[src/rtl/mem_wr_lb_arbiter_if.sv]
`default_nettype none
// ============================================================================
// mem_wr_lb_arbiter_if : requester-side and write-path-side signal bundle
//                        for mem_wr_lb_arbiter.   Rev 1.0
// ============================================================================
interface mem_wr_lb_arbiter_if #(
  parameter int P_PORTS = 4,
  parameter int P_IDW   = 3
);
  logic [P_PORTS-1:0]     UP_REQ;
  logic [32*P_PORTS-1:0]  UP_ADR;
  logic [20*P_PORTS-1:0]  UP_LEN;
  logic [P_PORTS-1:0]     UP_ACK;
  logic [P_PORTS-1:0]     UP_RRDY;
  logic [P_PORTS-1:0]     UP_RDEN;
  logic [256*P_PORTS-1:0] UP_RDAT;
  logic                   SYS_LB_REQ;
  logic [31:0]            SYS_LB_ADR;
  logic [19:0]            SYS_LB_LEN;
  logic                   SYS_LB_ACK;
  logic                   SYS_LB_RRDY;
  logic                   SYS_LB_RDEN;
  logic [255:0]           SYS_LB_RDAT;
  logic [P_IDW-1:0]       GNT_IDX;
  logic                   BUSY;

  // The arbiter drives the shared write-path bus, hence it is the master.
  modport master (
    input  UP_REQ, UP_ADR, UP_LEN, UP_RRDY, UP_RDAT, SYS_LB_ACK, SYS_LB_RDEN,
    output UP_ACK, UP_RDEN, SYS_LB_REQ, SYS_LB_ADR, SYS_LB_LEN, SYS_LB_RRDY,
           SYS_LB_RDAT, GNT_IDX, BUSY
  );

  modport slave (
    output UP_REQ, UP_ADR, UP_LEN, UP_RRDY, UP_RDAT, SYS_LB_ACK, SYS_LB_RDEN,
    input  UP_ACK, UP_RDEN, SYS_LB_REQ, SYS_LB_ADR, SYS_LB_LEN, SYS_LB_RRDY,
           SYS_LB_RDAT, GNT_IDX, BUSY
  );
endinterface
`default_nettype wire

[src/rtl/mem_wr_lb_arbiter.sv]
`default_nettype none
// ============================================================================
// mem_wr_lb_arbiter : round-robin share of one 256b write-request bus among
//                     P_PORTS requesters; MEM_WR_ARB_PRIO_EN = port 0 strict
//                     priority.   Rev 1.0
// ============================================================================
module mem_wr_lb_arbiter #(
  parameter int P_PORTS = 4,
  parameter int P_IDW   = 3
) (
  input  wire logic           CLK,
  input  wire logic           RST,
  mem_wr_lb_arbiter_if.master bus
);

  typedef enum logic [2:0] {
    S_IDLE  = 3'd0,
    S_ARB   = 3'd1,
    S_ISSUE = 3'd2,
    S_WAIT  = 3'd3,
    S_DONE  = 3'd4
  } state_t;

  state_t             state_q, state_d;
  logic [P_IDW-1:0]   gnt_q, gnt_d;
  logic [P_IDW-1:0]   ptr_q, ptr_d;
  logic [31:0]        adr_q, adr_d;
  logic [19:0]        len_q, len_d;

  logic [P_PORTS-1:0] arb_req;
  logic [P_IDW-1:0]   pick, hi_pick;
  logic               pick_vld, hi_vld;
  logic [31:0]        adr_mux;
  logic [19:0]        len_mux;
  logic               ptr_adv;
  logic               busy_data;
  logic [255:0]       rdat_mux;
  logic               rrdy_mux;
  logic [P_PORTS-1:0] rden_vec, ack_vec;

`ifdef MEM_WR_ARB_PRIO_EN
  // Port 0 is taken out of the rotation and overrides it in the picker.
  assign arb_req = bus.UP_REQ & ~P_PORTS'(1);
  assign ptr_adv = (gnt_q != '0);
`else
  assign arb_req = bus.UP_REQ;
  assign ptr_adv = 1'b1;
`endif

  // Lowest request at or above the pointer wins; otherwise lowest overall (wrap).
  always_comb begin
    pick     = '0;
    pick_vld = 1'b0;
    hi_pick  = '0;
    hi_vld   = 1'b0;
    for (int i = P_PORTS - 1; i >= 0; i--) begin
      if (arb_req[i]) begin
        pick     = P_IDW'(i);
        pick_vld = 1'b1;
        if (P_IDW'(i) >= ptr_q) begin
          hi_pick = P_IDW'(i);
          hi_vld  = 1'b1;
        end
      end
    end
    if (hi_vld) pick = hi_pick;
`ifdef MEM_WR_ARB_PRIO_EN
    if (bus.UP_REQ[0]) begin
      pick     = '0;
      pick_vld = 1'b1;
    end
`endif
  end

  always_comb begin
    adr_mux = '0;
    len_mux = '0;
    for (int n = 0; n < P_PORTS; n++) begin
      if (pick == P_IDW'(n)) begin
        adr_mux = bus.UP_ADR[32*n +: 32];
        len_mux = bus.UP_LEN[20*n +: 20];
      end
    end
  end

  always_comb begin
    state_d = state_q;
    gnt_d   = gnt_q;
    ptr_d   = ptr_q;
    adr_d   = adr_q;
    len_d   = len_q;
    case (state_q)
      S_IDLE: begin
        if (|bus.UP_REQ) state_d = S_ARB;
      end
      S_ARB: begin
        if (pick_vld) begin
          gnt_d   = pick;
          adr_d   = adr_mux;
          len_d   = len_mux;
          state_d = (len_mux == '0) ? S_DONE : S_ISSUE;
        end else begin
          state_d = S_IDLE;
        end
      end
      S_ISSUE: state_d = S_WAIT;
      S_WAIT: begin
        if (bus.SYS_LB_ACK) state_d = S_DONE;
      end
      S_DONE: begin
        state_d = S_IDLE;
        if (ptr_adv) ptr_d = (gnt_q == P_IDW'(P_PORTS - 1)) ? '0 : gnt_q + 1'b1;
      end
      default: state_d = S_IDLE;
    endcase
  end

  always_ff @(posedge CLK) begin
    if (RST) begin
      state_q <= S_IDLE;
      gnt_q   <= '0;
      ptr_q   <= '0;
      adr_q   <= '0;
      len_q   <= '0;
    end else begin
      state_q <= state_d;
      gnt_q   <= gnt_d;
      ptr_q   <= ptr_d;
      adr_q   <= adr_d;
      len_q   <= len_d;
    end
  end

  // Data handshake only reaches a requester while its transfer is in flight.
  assign busy_data = (state_q == S_WAIT);

  always_comb begin
    rdat_mux = '0;
    rrdy_mux = 1'b0;
    rden_vec = '0;
    ack_vec  = '0;
    for (int n = 0; n < P_PORTS; n++) begin
      if (gnt_q == P_IDW'(n)) begin
        rdat_mux    = bus.UP_RDAT[256*n +: 256];
        rrdy_mux    = bus.UP_RRDY[n];
        rden_vec[n] = bus.SYS_LB_RDEN & busy_data;
        ack_vec[n]  = (state_q == S_DONE);
      end
    end
  end

  assign bus.SYS_LB_REQ  = (state_q == S_ISSUE);
  assign bus.SYS_LB_ADR  = adr_q;
  assign bus.SYS_LB_LEN  = len_q;
  assign bus.SYS_LB_RRDY = rrdy_mux & busy_data;
  assign bus.SYS_LB_RDAT = rdat_mux;
  assign bus.UP_RDEN     = rden_vec;
  assign bus.UP_ACK      = ack_vec;
  assign bus.GNT_IDX     = gnt_q;
  assign bus.BUSY        = (state_q == S_ISSUE) || (state_q == S_WAIT) ||
                           (state_q == S_DONE);

endmodule
`default_nettype wire

[src/flat_wrapper.sv]
// flat-port wrapper written by rule: the top's interface ports become plain ports
module mem_wr_lb_arbiter_flat 
#(
  parameter int P_PORTS = 4,
  parameter int P_IDW   = 3
)
  (CLK, RST, bus_UP_REQ, bus_UP_ADR, bus_UP_LEN, bus_UP_RRDY, bus_UP_RDAT, bus_SYS_LB_ACK, bus_SYS_LB_RDEN, bus_UP_ACK, bus_UP_RDEN, bus_SYS_LB_REQ, bus_SYS_LB_ADR, bus_SYS_LB_LEN, bus_SYS_LB_RRDY, bus_SYS_LB_RDAT, bus_GNT_IDX, bus_BUSY);
  mem_wr_lb_arbiter_if #(.P_PORTS(P_PORTS), .P_IDW(P_IDW)) bus_i ();
  input  wire logic CLK;
  input  wire logic RST;
  input wire logic [$bits(bus_i.UP_REQ)-1:0] bus_UP_REQ;
  input wire logic [$bits(bus_i.UP_ADR)-1:0] bus_UP_ADR;
  input wire logic [$bits(bus_i.UP_LEN)-1:0] bus_UP_LEN;
  input wire logic [$bits(bus_i.UP_RRDY)-1:0] bus_UP_RRDY;
  input wire logic [$bits(bus_i.UP_RDAT)-1:0] bus_UP_RDAT;
  input wire logic [$bits(bus_i.SYS_LB_ACK)-1:0] bus_SYS_LB_ACK;
  input wire logic [$bits(bus_i.SYS_LB_RDEN)-1:0] bus_SYS_LB_RDEN;
  output wire logic [$bits(bus_i.UP_ACK)-1:0] bus_UP_ACK;
  output wire logic [$bits(bus_i.UP_RDEN)-1:0] bus_UP_RDEN;
  output wire logic [$bits(bus_i.SYS_LB_REQ)-1:0] bus_SYS_LB_REQ;
  output wire logic [$bits(bus_i.SYS_LB_ADR)-1:0] bus_SYS_LB_ADR;
  output wire logic [$bits(bus_i.SYS_LB_LEN)-1:0] bus_SYS_LB_LEN;
  output wire logic [$bits(bus_i.SYS_LB_RRDY)-1:0] bus_SYS_LB_RRDY;
  output wire logic [$bits(bus_i.SYS_LB_RDAT)-1:0] bus_SYS_LB_RDAT;
  output wire logic [$bits(bus_i.GNT_IDX)-1:0] bus_GNT_IDX;
  output wire logic [$bits(bus_i.BUSY)-1:0] bus_BUSY;
  assign bus_i.UP_REQ = bus_UP_REQ;
  assign bus_i.UP_ADR = bus_UP_ADR;
  assign bus_i.UP_LEN = bus_UP_LEN;
  assign bus_i.UP_RRDY = bus_UP_RRDY;
  assign bus_i.UP_RDAT = bus_UP_RDAT;
  assign bus_i.SYS_LB_ACK = bus_SYS_LB_ACK;
  assign bus_i.SYS_LB_RDEN = bus_SYS_LB_RDEN;
  assign bus_UP_ACK = bus_i.UP_ACK;
  assign bus_UP_RDEN = bus_i.UP_RDEN;
  assign bus_SYS_LB_REQ = bus_i.SYS_LB_REQ;
  assign bus_SYS_LB_ADR = bus_i.SYS_LB_ADR;
  assign bus_SYS_LB_LEN = bus_i.SYS_LB_LEN;
  assign bus_SYS_LB_RRDY = bus_i.SYS_LB_RRDY;
  assign bus_SYS_LB_RDAT = bus_i.SYS_LB_RDAT;
  assign bus_GNT_IDX = bus_i.GNT_IDX;
  assign bus_BUSY = bus_i.BUSY;
  mem_wr_lb_arbiter #(.P_PORTS(P_PORTS), .P_IDW(P_IDW)) u_core (.CLK(CLK), .RST(RST), .bus(bus_i));
endmodule
[config.mk]
export PLATFORM = sky130hd
export DESIGN_NAME = mem_wr_lb_arbiter_flat
export DESIGN_NICKNAME = d
export VERILOG_FILES = /design/src/rtl/mem_wr_lb_arbiter_if.sv /design/src/rtl/mem_wr_lb_arbiter.sv /design/src/flat_wrapper.sv
export SDC_FILE = /design/constraint.sdc
export NUM_CORES = 1
export LEC_CHECK = 0
export ABC_CLOCK_PERIOD_IN_PS = 3900
export CAP_MARGIN = 10
export CORE_AREA = 2 2 608 610
export DETAILED_ROUTE_END_ITERATION = 10
export DIE_AREA = 0 0 610 612
export RECOVER_POWER = 50
export SLEW_MARGIN = 20
export SYNTH_ARGS = -nofsm -noshare
export SYNTH_HDL_FRONTEND = slang
export SYNTH_SLANG_ARGS = --single-unit
[constraint.sdc]
create_clock -name CLK -period 3.9 [get_ports CLK]
set_input_delay 0.585 -clock CLK [delete_from_list [all_inputs] [get_ports CLK]]
set_output_delay 0.585 -clock CLK [all_outputs]
set_load 0.02 [all_outputs]
==> out/metrics.yaml <==
r2r_cells: 8
fin_crit_sh_pct: 96.9
async_flop_share_pct: 0
die_x_um: 610
max_freq_mhz: 265
syn_inst: 2052
place_ws_ns: -0.124
clock_skew_ns: 0.0156
synth.largest_area_cell: "a22oi_1"
wirelength_um: 346000
fp-row-count: 223
cp.arrival_ns: 3.19
grt_pass1_wl_um: 392000
syn_area_per_cell_sq_um: 5.39
power_frac_comb_pct: 80.8
routabilityCongestion: 0.947
synth.distinct_cells: 39
use_met2_pct: 30.7
start_util_pct: 3.01
ys_top_cells_by_area: "a22oi_1 (17%), nand2_1 (15%), a21oi_1 (14%)"
pwr-share-seq_pct: 8.4
cap_viol_max_count: 0
timing.hold.ws_ns: 0.450
worstReg2RegStart: "u_core.ptr_q[1]$_SDFFE_PP0N_"
cts_max_level: 3
critical_path_class: "reg -> out"
place_area_sq_mm: 0.0355
outcome: "finished clean"
hold_viol: 0
r2r_slack_ns: 1.04
crit_path_end_kind: "output pin"
top_usage_layer: "met2"
p_per_area_mw_per_mm2: 230
rsz0062_at_grt: "false"
required_ns: 3.31
port_buffers: 1564
worst_pin_slew_ns: 0.929
crit_path_start: "u_core.bus.GNT_IDX[0]$_SDFFE_PP0P_"
coreArea_sq_mm: 0.367
drt_iter0_drc: 2375
clkSinkCount: 59
final_antenna_net_count: 0
final_util_pct: 9.69
viasPerCell: 2.92
timing.final.max_slew_violations: 0
p_clk_share_pct: 10.8
fin_cells: 8548
wl_per_cell_um: 40.5
setup_viol: 0
place_inst: 8418
clk_latency_ns: 0.37
antenna_found_initial: 487
hp-class: "reg -> reg"
ys_seq_elements: 59
grt_max_degree: 74
grt_pass1_vias: 22395
p_switching_uw: 4040
syn2layout_area_growth_pct: 222
cts_buffer_depth: 2
yosys_most_used_dff: "dfxtp_1"
nets: 4841
dr.pass1.iters: 6
hold_depth: 2
r2r-end: "u_core.bus.SYS_LB_ADR[25]$_SDFFE_PP0P_"
intPower_uw: 4140
hp-start: "u_core.bus.SYS_LB_LEN[3]$_SDFFE_PP0P_"
cp_max_fo: 31
finish.instance_area_sq_mm: 0.0356
met1_usage_pct: 17.5
swShare_pct: 49.3
synth_area_sq_mm: 0.0111
critPathLaunchType: "flip-flop"
setup_ws_ns: 0.123
die_h_um: 612
yosysTopAreaCellShare_pct: 17.4
cts_root_buf: "clkbuf_16"
overflow: 0
path_clk_slew_ns: 0.07
synth_edf_count: 0
period_needed_ns: 3.78
slew_headroom_pct: 37.4
dp_hpwl_um: 323000
die-area_sq_mm: 0.373
track_usage_pct: 17.7
num_vias: 24919
hold_path_end: "u_core.bus.SYS_LB_LEN[3]$_SDFFE_PP0P_"
p_leak_uw: 0.0122
cts_buffers: 9
drive_gt1_share_pct: 10.7
yosysSeqAreaShare_pct: 10.7
grt.met3_usage_pct: 11.3
drc: 0
ir_drop_v: 0.000178
synth_fp_nets: 3300
cts_tree: "built"
ys_warn_count: 0
ios: 1566
-- synth_stat cells, types with 2 or more instances --
library cell  instances
nand2_1             449
a21oi_1             319
nor2_1              289
a22oi_1             256
o21ai_0             256
clkbuf_1            181
nand3_1             101
dfxtp_1              59
mux2i_1              47
buf_1                25
and3_1                9
buf_2                 8
mux2_2                8
inv_1                 6
ha_1                  4
buf_6                 3
mux2_1                3
nand2b_1              3
nor3_1                3
buf_4                 2
nand4_1               2
or4_1                 2
-- flip-flops by register name (all words and copies together), names as in the netlist --
| signal | cells |
|---|---|
| u_core.bus.SYS_LB_ADR | 32 |
| u_core.bus.SYS_LB_LEN | 20 |
| u_core.state_q | 3 |
| u_core.ptr_q | 2 |
| u_core.bus.GNT_IDX | 2 |
-- worst max-delay path, stage by stage (launching register included) --
cell and delay (ns):
dfxtp_2 0.44, inv_1 0.12, ha_1 0.23, nor2b_4 0.15, buf_12 0.13, buf_12 0.15, a22oi_1 0.35, clkbuf_1 0.65
nor2_1 0.08, a21oi_1 0.13, o21ai_0 0.08, buf_4 0.18
-- per-stage QoR --
step | TNS, ns | total power [uW]
after floorplan | 0 | 2420
after global routing | 0 | 8550
final | 0 | 8180
after global placement | -0.332 | 7680
after detailed placement | -0.218 | 7670
after CTS | 0 | 8620
-- cell families (layout without fill, tap and decap cells) --
group | after synthesis | in the layout | share of synthesized area [%]
DFF | 59 | 59 | 10.7
and+or+nand+nor | 868 | 868 | 31.4
buffers and inverters | 226 | 1772 | 8.17
AOI/OAI and AO/OA | 836 | 836 | 43.9
adders and majority gates | 4 | 4 | 0.452
muxes | 58 | 58 | 5.37
other | 1 | 114 | 0.0339
-- how the worst max path moves through the flow --
stage                                           to  slack, ns  cells after the start
CTS                            bus_SYS_LB_RDAT[52]       0.05                     10
detailed placement  u_core.state_q[2]$_SDFFE_PP0P_      -0.12                      9
finish                         bus_SYS_LB_RDAT[21]       0.12                     11
floorplan                     bus_SYS_LB_RDAT[214]       0.86                     11
global route                  bus_SYS_LB_RDAT[227]       0.03                      7
global placement    u_core.state_q[2]$_SDFFE_PP0P_      -0.17                      9
-- routing by layer --
layer	up-vias	part of all wire (%)
met5	-	0.53
met4	272	3.9
met3	961	14
met2	1982	48
met1	11196	34
li1	10508	-
-- cell type report --
type	instances	area [sq um]
Inverter	6	22.5
Fill cell	42968	332000
Multi-Input combinational cell	1767	9050
Antenna cell	113	283
Clock buffer	9	225
Tap cell	4837	6050
Timing Repair Buffer	1750	18700
Clock inverter	7	76.3
Sequential cell	59	1180
-- cells in the final DEF, fill, tap and decap left out, types with 2 or more instances in the layout --
cell	count
a21oi_1	317
a21oi_2	2
a22oi_1	256
and3_1	8
buf_12	182
buf_4	152
clkbuf_1	36
clkbuf_16	9
clkbuf_2	12
clkdlybuf4s25_1	2
clkdlybuf4s50_1	1295
clkinvlp_4	2
dfxtp_1	58
diode_2	113
dlygate4sd3_1	60
dlymetal6s2s_1	7
ha_4	3
inv_1	6
inv_6	2
mux2_1	7
mux2_2	4
mux2i_1	47
nand2_1	449
nand2b_1	3
nand3_1	100
nand4_1	2
nor2_1	289
nor3_1	3
o21ai_0	254
or4_1	2
-- power by group through the flow --
| stage | clock, uW | sequential [uW] | combinational, uW |
|---|---|---|---|
| floorplan | 0 | 753 | 1670 |
| global placement | 0 | 699 | 6980 |
| detailed placement | 0 | 701 | 6970 |
| CTS | 922 | 688 | 7000 |
| global route | 951 | 693 | 6910 |
| finish | 882 | 686 | 6610 |
-- what timing repair did --
item / CTS / global route
endpoints found under the setup margin: 6 / 5
cloned: 0 / 0
resized for setup: 2 / 4
hold buffers: 0 / 0
pin swaps: 1 / 0
hold endpoints to repair: 0 / 0
setup buffers: 1 / 0
Power figures use the tool's default switching activity.
